[src/rtl/float_fixed_pkg.sv]
// Shared state encoding and IEEE-754 constants for the float-to-fixed converter.
package float_fixed_pkg;

  typedef enum logic [1:0] {
    IDLE   = 2'd0,
    SHIFT  = 2'd1,
    FINISH = 2'd2,
    DONE   = 2'd3
  } state_e;

  localparam int FP_BIAS   = 127;
  localparam int MANT_W    = 23;
  // Exponent at which the implicit-one mantissa is already an integer
  localparam int SH_OFFSET = FP_BIAS + MANT_W;

  localparam logic [31:0] SAT_POS = 32'h7FFF_FFFF;
  localparam logic [31:0] SAT_NEG = 32'h8000_0000;

endpackage

[src/rtl/float_unpack.sv]
// Combinational split of an IEEE-754 single into fields plus zero/inf/NaN flags.
module float_unpack
  import float_fixed_pkg::*;
(
  input  logic [31:0]       operand,
  output logic              sign,
  output logic [7:0]        exponent,
  output logic [MANT_W-1:0] mantissa,
  output logic              is_zero,
  output logic              is_inf,
  output logic              is_nan
);

  assign sign     = operand[31];
  assign exponent = operand[30:23];
  assign mantissa = operand[MANT_W-1:0];

  // Denormals are folded into zero: they are far below any representable Qn step
  assign is_zero = (exponent == 8'h00);
  assign is_inf  = (exponent == 8'hFF) && (mantissa == '0);
  assign is_nan  = (exponent == 8'hFF) && (mantissa != '0);

endmodule

[src/rtl/float_to_fixed.sv]
// Iterative IEEE-754 single to 32-bit Qn converter, one alignment bit per clock.
// Optional FLOAT_TO_FIXED_ROUND_EN: round-to-nearest (ties away) instead of truncation.
module float_to_fixed
  import float_fixed_pkg::*;
(
  input  logic        clk,
  input  logic        rst,
  input  logic        in_valid,
  output logic        in_ready,
  input  logic [31:0] targetnumber,
  input  logic [4:0]  fixpointpos,
  output logic        out_valid,
  input  logic        out_ready,
  output logic [31:0] result,
  output logic        ovf
);

  state_e      state_q, state_d;
  logic [31:0] mag_q, mag_d;
  logic [4:0]  count_q, count_d;
  logic        left_q, left_d;
  logic        sign_q, sign_d;
  logic        sat_q, sat_d;
  logic [31:0] result_q, result_d;
  logic        ovf_q, ovf_d;
  logic        out_valid_q, out_valid_d;

  logic              up_sign;
  logic [7:0]        up_exp;
  logic [MANT_W-1:0] up_mant;
  logic              up_zero, up_inf, up_nan;

  logic signed [9:0] sh;
  logic [4:0]        sh_cnt;
  logic [31:0]       mag_fin;

  float_unpack u_unpack (
    .operand  (targetnumber),
    .sign     (up_sign),
    .exponent (up_exp),
    .mantissa (up_mant),
    .is_zero  (up_zero),
    .is_inf   (up_inf),
    .is_nan   (up_nan)
  );

  // Net alignment: positive shifts left, negative shifts right
  assign sh     = $signed({2'b00, up_exp}) - $signed(10'(SH_OFFSET))
                + $signed({5'b00000, fixpointpos});
  assign sh_cnt = sh[9] ? 5'(-sh) : 5'(sh);

`ifdef FLOAT_TO_FIXED_ROUND_EN
  logic rnd_q, rnd_d;

  always_comb begin
    rnd_d = rnd_q;
    if (state_q == IDLE && in_valid) begin
      rnd_d = 1'b0;
    end else if (state_q == SHIFT) begin
      rnd_d = left_q ? 1'b0 : mag_q[0];
    end
  end

  always_ff @(posedge clk or negedge rst) begin
    if (!rst) begin
      rnd_q <= 1'b0;
    end else begin
      rnd_q <= rnd_d;
    end
  end

  assign mag_fin = mag_q + {31'b0, rnd_q};
`else
  assign mag_fin = mag_q;
`endif

  always_comb begin
    state_d     = state_q;
    mag_d       = mag_q;
    count_d     = count_q;
    left_d      = left_q;
    sign_d      = sign_q;
    sat_d       = sat_q;
    result_d    = result_q;
    ovf_d       = ovf_q;
    out_valid_d = out_valid_q;

    case (state_q)
      IDLE: begin
        if (in_valid) begin
          sign_d  = up_sign;
          sat_d   = 1'b0;
          count_d = 5'd0;
          left_d  = 1'b0;
          mag_d   = {8'h00, 1'b1, up_mant};
          state_d = FINISH;
          if (up_zero) begin
            mag_d = '0;
          end else if (up_nan) begin
            mag_d = SAT_POS;
            sat_d = 1'b1;
          end else if (up_inf || sh > 10'sd7) begin
            mag_d = up_sign ? SAT_NEG : SAT_POS;
            sat_d = 1'b1;
          end else if (sh < -10'sd24) begin
            mag_d = '0;
          end else begin
            count_d = sh_cnt;
            left_d  = !sh[9];
            if (sh_cnt != 5'd0) begin
              state_d = SHIFT;
            end
          end
        end
      end
      SHIFT: begin
        mag_d   = left_q ? (mag_q << 1) : (mag_q >> 1);
        count_d = count_q - 5'd1;
        if (count_q == 5'd1) begin
          state_d = FINISH;
        end
      end
      FINISH: begin
        // Saturated magnitudes already carry their sign
        result_d    = (sign_q && !sat_q) ? -mag_fin : mag_fin;
        ovf_d       = sat_q;
        out_valid_d = 1'b1;
        state_d     = DONE;
      end
      DONE: begin
        if (out_ready) begin
          out_valid_d = 1'b0;
          state_d     = IDLE;
        end
      end
      default: begin
        state_d = IDLE;
      end
    endcase
  end

  always_ff @(posedge clk or negedge rst) begin
    if (!rst) begin
      state_q     <= IDLE;
      mag_q       <= '0;
      count_q     <= '0;
      left_q      <= 1'b0;
      sign_q      <= 1'b0;
      sat_q       <= 1'b0;
      result_q    <= '0;
      ovf_q       <= 1'b0;
      out_valid_q <= 1'b0;
    end else begin
      state_q     <= state_d;
      mag_q       <= mag_d;
      count_q     <= count_d;
      left_q      <= left_d;
      sign_q      <= sign_d;
      sat_q       <= sat_d;
      result_q    <= result_d;
      ovf_q       <= ovf_d;
      out_valid_q <= out_valid_d;
    end
  end

  assign in_ready  = (state_q == IDLE);
  assign out_valid = out_valid_q;
  assign result    = result_q;
  assign ovf       = ovf_q;

endmodule

[config.mk]
export PLATFORM = sky130hd
export DESIGN_NAME = float_to_fixed
export DESIGN_NICKNAME = d
export VERILOG_FILES = /design/src/rtl/float_fixed_pkg.sv /design/src/rtl/float_unpack.sv /design/src/rtl/float_to_fixed.sv
export SDC_FILE = /design/constraint.sdc
export NUM_CORES = 1
export LEC_CHECK = 0
export CELL_PAD_IN_SITES_DETAIL_PLACEMENT = 0
export CELL_PAD_IN_SITES_GLOBAL_PLACEMENT = 1
export CORE_MARGIN = 3
export CORE_UTILIZATION = 29
export CTS_BUF_LIST = sky130_fd_sc_hd__clkbuf_4
export DETAILED_ROUTE_END_ITERATION = 7
export PLACE_DENSITY = 0.62
export RECOVER_POWER = 25
export SYNTH_ARGS = -nofsm -noshare
export SYNTH_HDL_FRONTEND = slang
export SYNTH_HIERARCHICAL = 1
export SYNTH_SLANG_ARGS = --single-unit
[constraint.sdc]
create_clock -name clk -period 2.4 [get_ports clk]
set_input_delay 0.6 -clock clk [delete_from_list [all_inputs] [get_ports clk]]
set_output_delay 0.6 -clock clk [all_outputs]
set_load 0.005 [all_outputs]
==> flow_metrics.env, run 1 <==
export IMPL_outcome="finished, violations left"
export IMPL_violations="negative setup slack"
export IMPL_core_area_um2=17500
export IMPL_period_share=1.35
export IMPL_critPathKind="in2reg"
export IMPL_cp_top_family="simple AND/OR/NAND/NOR gates"
export IMPL_yosys_area_top_type="dfrtp_1"
export IMPL_nets=840
export IMPL_dr_pass1_iters=4
export IMPL_fin_crit_ns=3.25
export IMPL_grt_pass1_wl_um=26400
export IMPL_rr_worst_depth=9
export IMPL_tritoncts="yes"
export IMPL_num_vias=4990
export IMPL_met1Wirelength_um=7230
export IMPL_critPathArrivalTime_ns=3.61
export IMPL_grt_total_usage=0.163
export IMPL_power_leakage_nw=3.33
export IMPL_maxCapViolations=0
export IMPL_routed_wl_um=16200
export IMPL_synth_seq_area_share=0.361
export IMPL_gp_congestion=0.834
export IMPL_hpwl_um=11200
export IMPL_synthesis_nets=669
export IMPL_clockRootBuffer="clkbuf_4"
export IMPL_post_synth_top_area_fraction=0.361
export IMPL_instances_no_fill=1013
export IMPL_cpPeakStageDelay_ns=0.56
export IMPL_grt_start_max_net_pins=55
export IMPL_cp_num_buf_inv=5
export IMPL_multiInputGateArea_um2=3590
export IMPL_grt_overflow=0
export IMPL_first_iter_violations=261
export IMPL_worstPathRequired_ns=2.77
export IMPL_setup_viol=45
export IMPL_regArea_um2=1900
export IMPL_max_freq_mhz=308
export IMPL_worst_hold_path_type="in2async"
export IMPL_ys_ff_latch=76
export IMPL_met2_length_um=8200
export IMPL_tightestPinTransition_ns=1.26
export IMPL_place_inst=963
export IMPL_synth_cell_type_count=64
export IMPL_rsz0062_at_grt="yes"
export IMPL_relSlewSlack=0.159
export IMPL_antenna_found_initial=1
export IMPL_clk_pin_slew_worst_paths_ns=0.15
export IMPL_fin_ws_ns=-0.848
export IMPL_async_reset_ff_frac=1.00
export IMPL_cp_depth=18
export IMPL_synthTopCellsByArea="dfrtp_1 (36%), a21oi_1 (8.4%), nor2_1 (6.8%)"
export IMPL_reg2reg_slack_ns=-0.10
export IMPL_skew_ns=0.0244
export IMPL_critPathLaunch="targetnumber[25]"
export IMPL_finalMaxSlewViolations=0
export IMPL_via_per_inst=4.93
export IMPL_dieHeight_um=141
export IMPL_route_met3_wl_um=578
export IMPL_syn_area_per_cell_um2=8.63
export IMPL_worst_path_max_delay_cell="or4_4"
export IMPL_clk_latency_ns=0.46
export IMPL_die_w_um=141
export IMPL_syn_instance_count=611
export IMPL_synthFlopType="dfrtp_1"
export IMPL_hold_viol=0
export IMPL_reg2reg_from="mag_fin[4]"
export IMPL_end_kind="flop"
export IMPL_peakVddDrop_uv=583
export IMPL_ant_nets=0
export IMPL_crit_path_end="mag_fin[1]"
export IMPL_cts_buffer_depth=2
export IMPL_ys_warn_count=6
export IMPL_h_tree_depth=3
export IMPL_initial_core_util=0.301
export IMPL_critical_path_peak_fanout=6
export IMPL_ios=76
export IMPL_placementRows=48
export IMPL_io_buffers=75
export IMPL_tns_ns=-29.79
export IMPL_power_density_nw_per_um2=1240
export IMPL_startpoint_type="input pin"
export IMPL_synthTopCellsByCount="nor2_1 (96), a21oi_1 (88), dfrtp_1 (76)"
export IMPL_path_cells="buf_8, a21o_1, xor2_1, ha_1, buf_6, nand4_1, buf_4, nand2_2, xnor2_1, or4_4, ha_4, nor2_4, nand2_2, a21oi_4, buf_12, buf_12, a21oi_1, a22oi_1"
export IMPL_top_layer_used="met4"
export IMPL_rr_endpoint="result[29]"
export IMPL_drcViolationCount=0
export IMPL_drive_gt1_frac=0.379
export IMPL_synth_edf_count=0
export IMPL_wl_per_cell_um=16.0
export IMPL_cts_sinks=76
export IMPL_die_area_um2=19800
export IMPL_fillers=1709
export IMPL_area_growth_synth_to_final_pct=53.5
export IMPL_syn_area_um2=5270
export IMPL_grt_pass1_vias=5078
export IMPL_cts_buffers=9
export IMPL_dpl_worst_slack_ns=-1.75
export IMPL_yosysMostFrequentCell="nor2_1"
-- placed cells by master (no fill, tap or decap), drive strengths merged, types with 4 or more instances in the layout --
cell           synthesis  layout
nor2b                  4       4
o21ai                 26      26
o221ai                 4       4
a21oi                 89      89
or4                    6       6
dfrtp                 76      76
mux2i                 23      23
xnor2                 22      22
clkbuf                21      13
nor2                  96      96
a21o                   4       4
nand4                  5       5
nor3                  13      13
buf                   40     149
ha                    16      16
inv                   19      19
xor2                  24      24
or3                    4       4
clkdlybuf4s50          0      65
mux2                  22      22
nor4                   9       9
o31ai                  5       5
clkinv                 2       4
nand2                 34      34
nand3                  5       5
a22oi                  4       4
-- cell type report --
class                   count  area share
diodes                      1    0.000309
clock buffers               9     0.00835
clock inverters             7      0.0142
inverters                  21     0.00989
multi-input cells         453       0.443
flip-flops and latches     76       0.235
well taps                 225      0.0348
repair buffers            221       0.254
-- worst min-delay path by stage --
stage | from | to | cells after the start
after floorplan | rst | count_q[0] | 0
after global placement | result[30] | result[30] | 1
after detailed placement | result[21] | result[21] | 1
after CTS | rst | result[6] | 1
after global routing | rst | result[6] | 1
final | rst | result[7] | 1
-- layer usage --
| layer | vias up | GRT usage |
|---|---|---|
| li1 | 2460 | - |
| met1 | 2413 | 0.213 |
| met2 | 102 | 0.281 |
| met3 | 15 | 0.0210 |
| met4 | 0 | 0.0525 |
| met5 | - | 0 |
-- registers in the layout, indices dropped and copies added, names as in the netlist --
name	count
count_q	5
sat_q	1
sign_q	1
out_valid	1
result	32
ovf	1
state_q	2
left_q	1
mag_fin	32
-- power breakdown --
part	total [mW]	switching, mW	leakage (nW)	internal (mW)
clock	1.02	0.497	0.0919	0.523
sequential	2.57	0.613	0.889	1.96
combinational	6.43	2.99	2.35	3.44
-- timing repair --
item / CTS / global route
endpoints found under the setup margin: 52 / 55
gates resized for setup: 120 / 57
cloned: 5 / 1
pin swaps: 69 / 41
hold buffers: 0 / 0
buffers inserted: 29 / 11
-- metrics by stage --
step	hold slack (ns)	instance area, µm²	power (mW)	util
2_1_floorplan	0.304	5390	5.77	-
3_3_place_gp	0.489	6920	7.76	0.395
3_5_place_dp	0.499	6920	7.89	0.395
4_1_cts	0.00227	7850	9.75	0.448
5_1_grt	0.462	8090	10.8	0.462
6_report	0.380	8090	10.0	0.462
-- logic make-up after synthesis --
logic type	after synthesis	synth area share
AOI/OAI and AO/OA	151	0.169
buffers and inverters	82	0.0861
muxes	45	0.0907
and+or+nand+nor	194	0.175
DFF	76	0.361
xor gates and xnor gates	46	0.0764
adders and majority gates	17	0.0418
Power figures use the tool's default switching activity.
==> inputs of run 2 (changes only) <==
--- a/config.mk
+++ b/config.mk
@@ -17,3 +17,4 @@
 export SYNTH_HDL_FRONTEND = slang
 export SYNTH_HIERARCHICAL = 1
 export SYNTH_SLANG_ARGS = --single-unit
+export TNS_END_PERCENT = 30
==> run 2 against run 1 <==
Against the previous run: the run still ends with negative setup slack left; wire length decreased by 5.3%; register-to-register slack improved by 0.07 ns; worst hold slack improved by 0.13 ns; clock skew decreased by 0.0087 ns; power decreased by 11%; critical path depth decreased by 2; largest cell class unchanged; largest power group unchanged.
==> flow_metrics.env, run 2 (synthesis results as in run 1) <==
export IMPL_io_buffers=75
export IMPL_nets=817
export IMPL_initial_core_util=0.301
export IMPL_area_growth_synth_to_final_pct=39.9
export IMPL_mostFrequentLayoutCell="buf_4"
export IMPL_num_vias=4839
export IMPL_power_total_mw=8.88
export IMPL_die_area_um2=19800
export IMPL_startpoint_type="input pin"
export IMPL_die_w_um=141
export IMPL_reg2reg_slack_ns=-0.03
export IMPL_clk_pin_slew_worst_paths_ns=0.13
export IMPL_grt_pass1_wl_um=25200
export IMPL_swShare=0.422
export IMPL_skew_ns=0.0157
export IMPL_via_per_inst=4.89
export IMPL_first_iter_violations=341
export IMPL_grt_start_max_net_pins=38
export IMPL_gp_congestion=0.822
export IMPL_internal_power_mw=5.13
export IMPL_switchingPower_mw=3.75
export IMPL_routed_wl_um=15300
export IMPL_rr_worst_depth=8
export IMPL_h_tree_depth=3
export IMPL_power_leakage_nw=3.06
export IMPL_outcome="finished, violations left"
export IMPL_core_area_um2=17500
export IMPL_maxCapViolations=0
export IMPL_critical_path_peak_fanout=6
export IMPL_setup_viol=43
export IMPL_worst_hold_path_type="in2async"
export IMPL_hold_viol=0
export IMPL_tritoncts="yes"
export IMPL_rsz0062_at_grt="yes"
export IMPL_grt_overflow=0
export IMPL_grt_pass1_vias=5049
export IMPL_ios=76
export IMPL_max_freq_mhz=309
export IMPL_grt_total_usage=0.156
export IMPL_power_frac_clock=0.085
export IMPL_power_density_nw_per_um2=1200
export IMPL_final_cell_mix="buf_4 (116), nor2_1 (95), dfrtp_1 (76)"
export IMPL_relSlewSlack=0.0142
export IMPL_hpwl_um=11300
export IMPL_tightestPinTransition_ns=1.48
export IMPL_critPathArrivalTime_ns=3.56
export IMPL_critPathKind="in2reg"
export IMPL_period_share=1.35
export IMPL_p_seq_frac=0.289
export IMPL_fin_util=0.421
export IMPL_finalMaxSlewViolations=0
export IMPL_dieHeight_um=141
export IMPL_reg2reg_from="mag_fin[3]"
export IMPL_dr_pass1_iters=4
export IMPL_fin_ws_ns=-0.836
export IMPL_cts_sinks=76
export IMPL_fin_crit_ns=3.24
export IMPL_violations="negative setup slack"
export IMPL_peakVddDrop_uv=579
export IMPL_cts_buffer_depth=2
export IMPL_power_frac_comb=0.626
export IMPL_clockRootBuffer="clkbuf_4"
export IMPL_rr_endpoint="result[31]"
export IMPL_cts_buffers=9
export IMPL_placementRows=48
export IMPL_end_kind="flop"
export IMPL_drcViolationCount=0
export IMPL_wl_per_cell_um=15.5
export IMPL_clk_latency_ns=0.41
export IMPL_drive_gt1_frac=0.304
export IMPL_antenna_found_initial=1
export IMPL_worstPathRequired_ns=2.73
export IMPL_ant_nets=0
-- run 2: per-stage QoR --
step	setup slack [ns]	setup TNS, ns	hold slack, ns	instances	area (µm²)
after CTS	-0.782	-28.54	0.0569	984	7260
after global placement	-1.68	-65.62	0.490	958	6860
final	-0.836	-28.65	0.512	989	7380
after detailed placement	-1.77	-68.25	0.495	958	6860
after floorplan	-1.14	-39.01	0.304	611	5380
after global routing	-0.949	-35.00	0.547	989	7380
-- run 2: worst max path at each step --
| stage | slack, ns | end | from |
|---|---|---|---|
| floorplan | -1.14 | mag_fin[0] | targetnumber[25] |
| global placement | -1.68 | mag_fin[0] | targetnumber[24] |
| detailed placement | -1.77 | mag_fin[0] | targetnumber[24] |
| CTS | -0.78 | mag_fin[0] | targetnumber[24] |
| global route | -0.95 | mag_fin[23] | targetnumber[25] |
| finish | -0.84 | mag_fin[8] | targetnumber[25] |
-- run 2: layout make-up --
class                           instances  area, µm²
Antenna cell                            1       2.50
Inverter                               21       78.8
Timing Repair Buffer                  198       1690
Tap cell                              225        282
Clock buffer                            9       67.6
Clock inverter                          6       56.3
Fill cell                            1751      10200
Multi-Input combinational cell        453       3300
Sequential cell                        76       1900
-- run 2: routing by layer --
metal  track usage  vias to the layer above  part of all wire
met4        0.0464                        0            0.0083
met3        0.0237                        8             0.037
li1              -                     2401                 -
met5             0                        -                 0
met1         0.197                     2336              0.45
met2         0.273                       94              0.51
-- run 2: power groups by stage --
stage	combinational, mW	clock [mW]	sequential (mW)
after floorplan	3.23	0	2.53
after global routing	6.18	0.837	2.67
after global placement	5.19	0	2.55
final	5.56	0.754	2.56
after CTS	5.52	0.793	2.57
after detailed placement	5.28	0	2.59
-- run 2: repair_timing --
item / 4_1_cts / 5_1_grt
pin swaps: 39 / 29
gates resized for setup: 65 / 37
cloned: 2 / 0
endpoints found under the setup margin: 52 / 52
hold buffers: 0 / 0
setup buffers: 10 / 7
-- run 2: critical path, stage by stage --
cell and delay, ns:
buf_8 0.10, a21o_1 0.20, xor2_1 0.15, ha_1 0.35, buf_4 0.17, xnor2_2 0.17
nand2b_4 0.15, o21ai_2 0.05, or4_4 0.55, ha_4 0.27, nor2_4 0.11, nand2_2 0.07
a21oi_4 0.21, buf_6 0.19, a21oi_1 0.08, a22oi_1 0.14
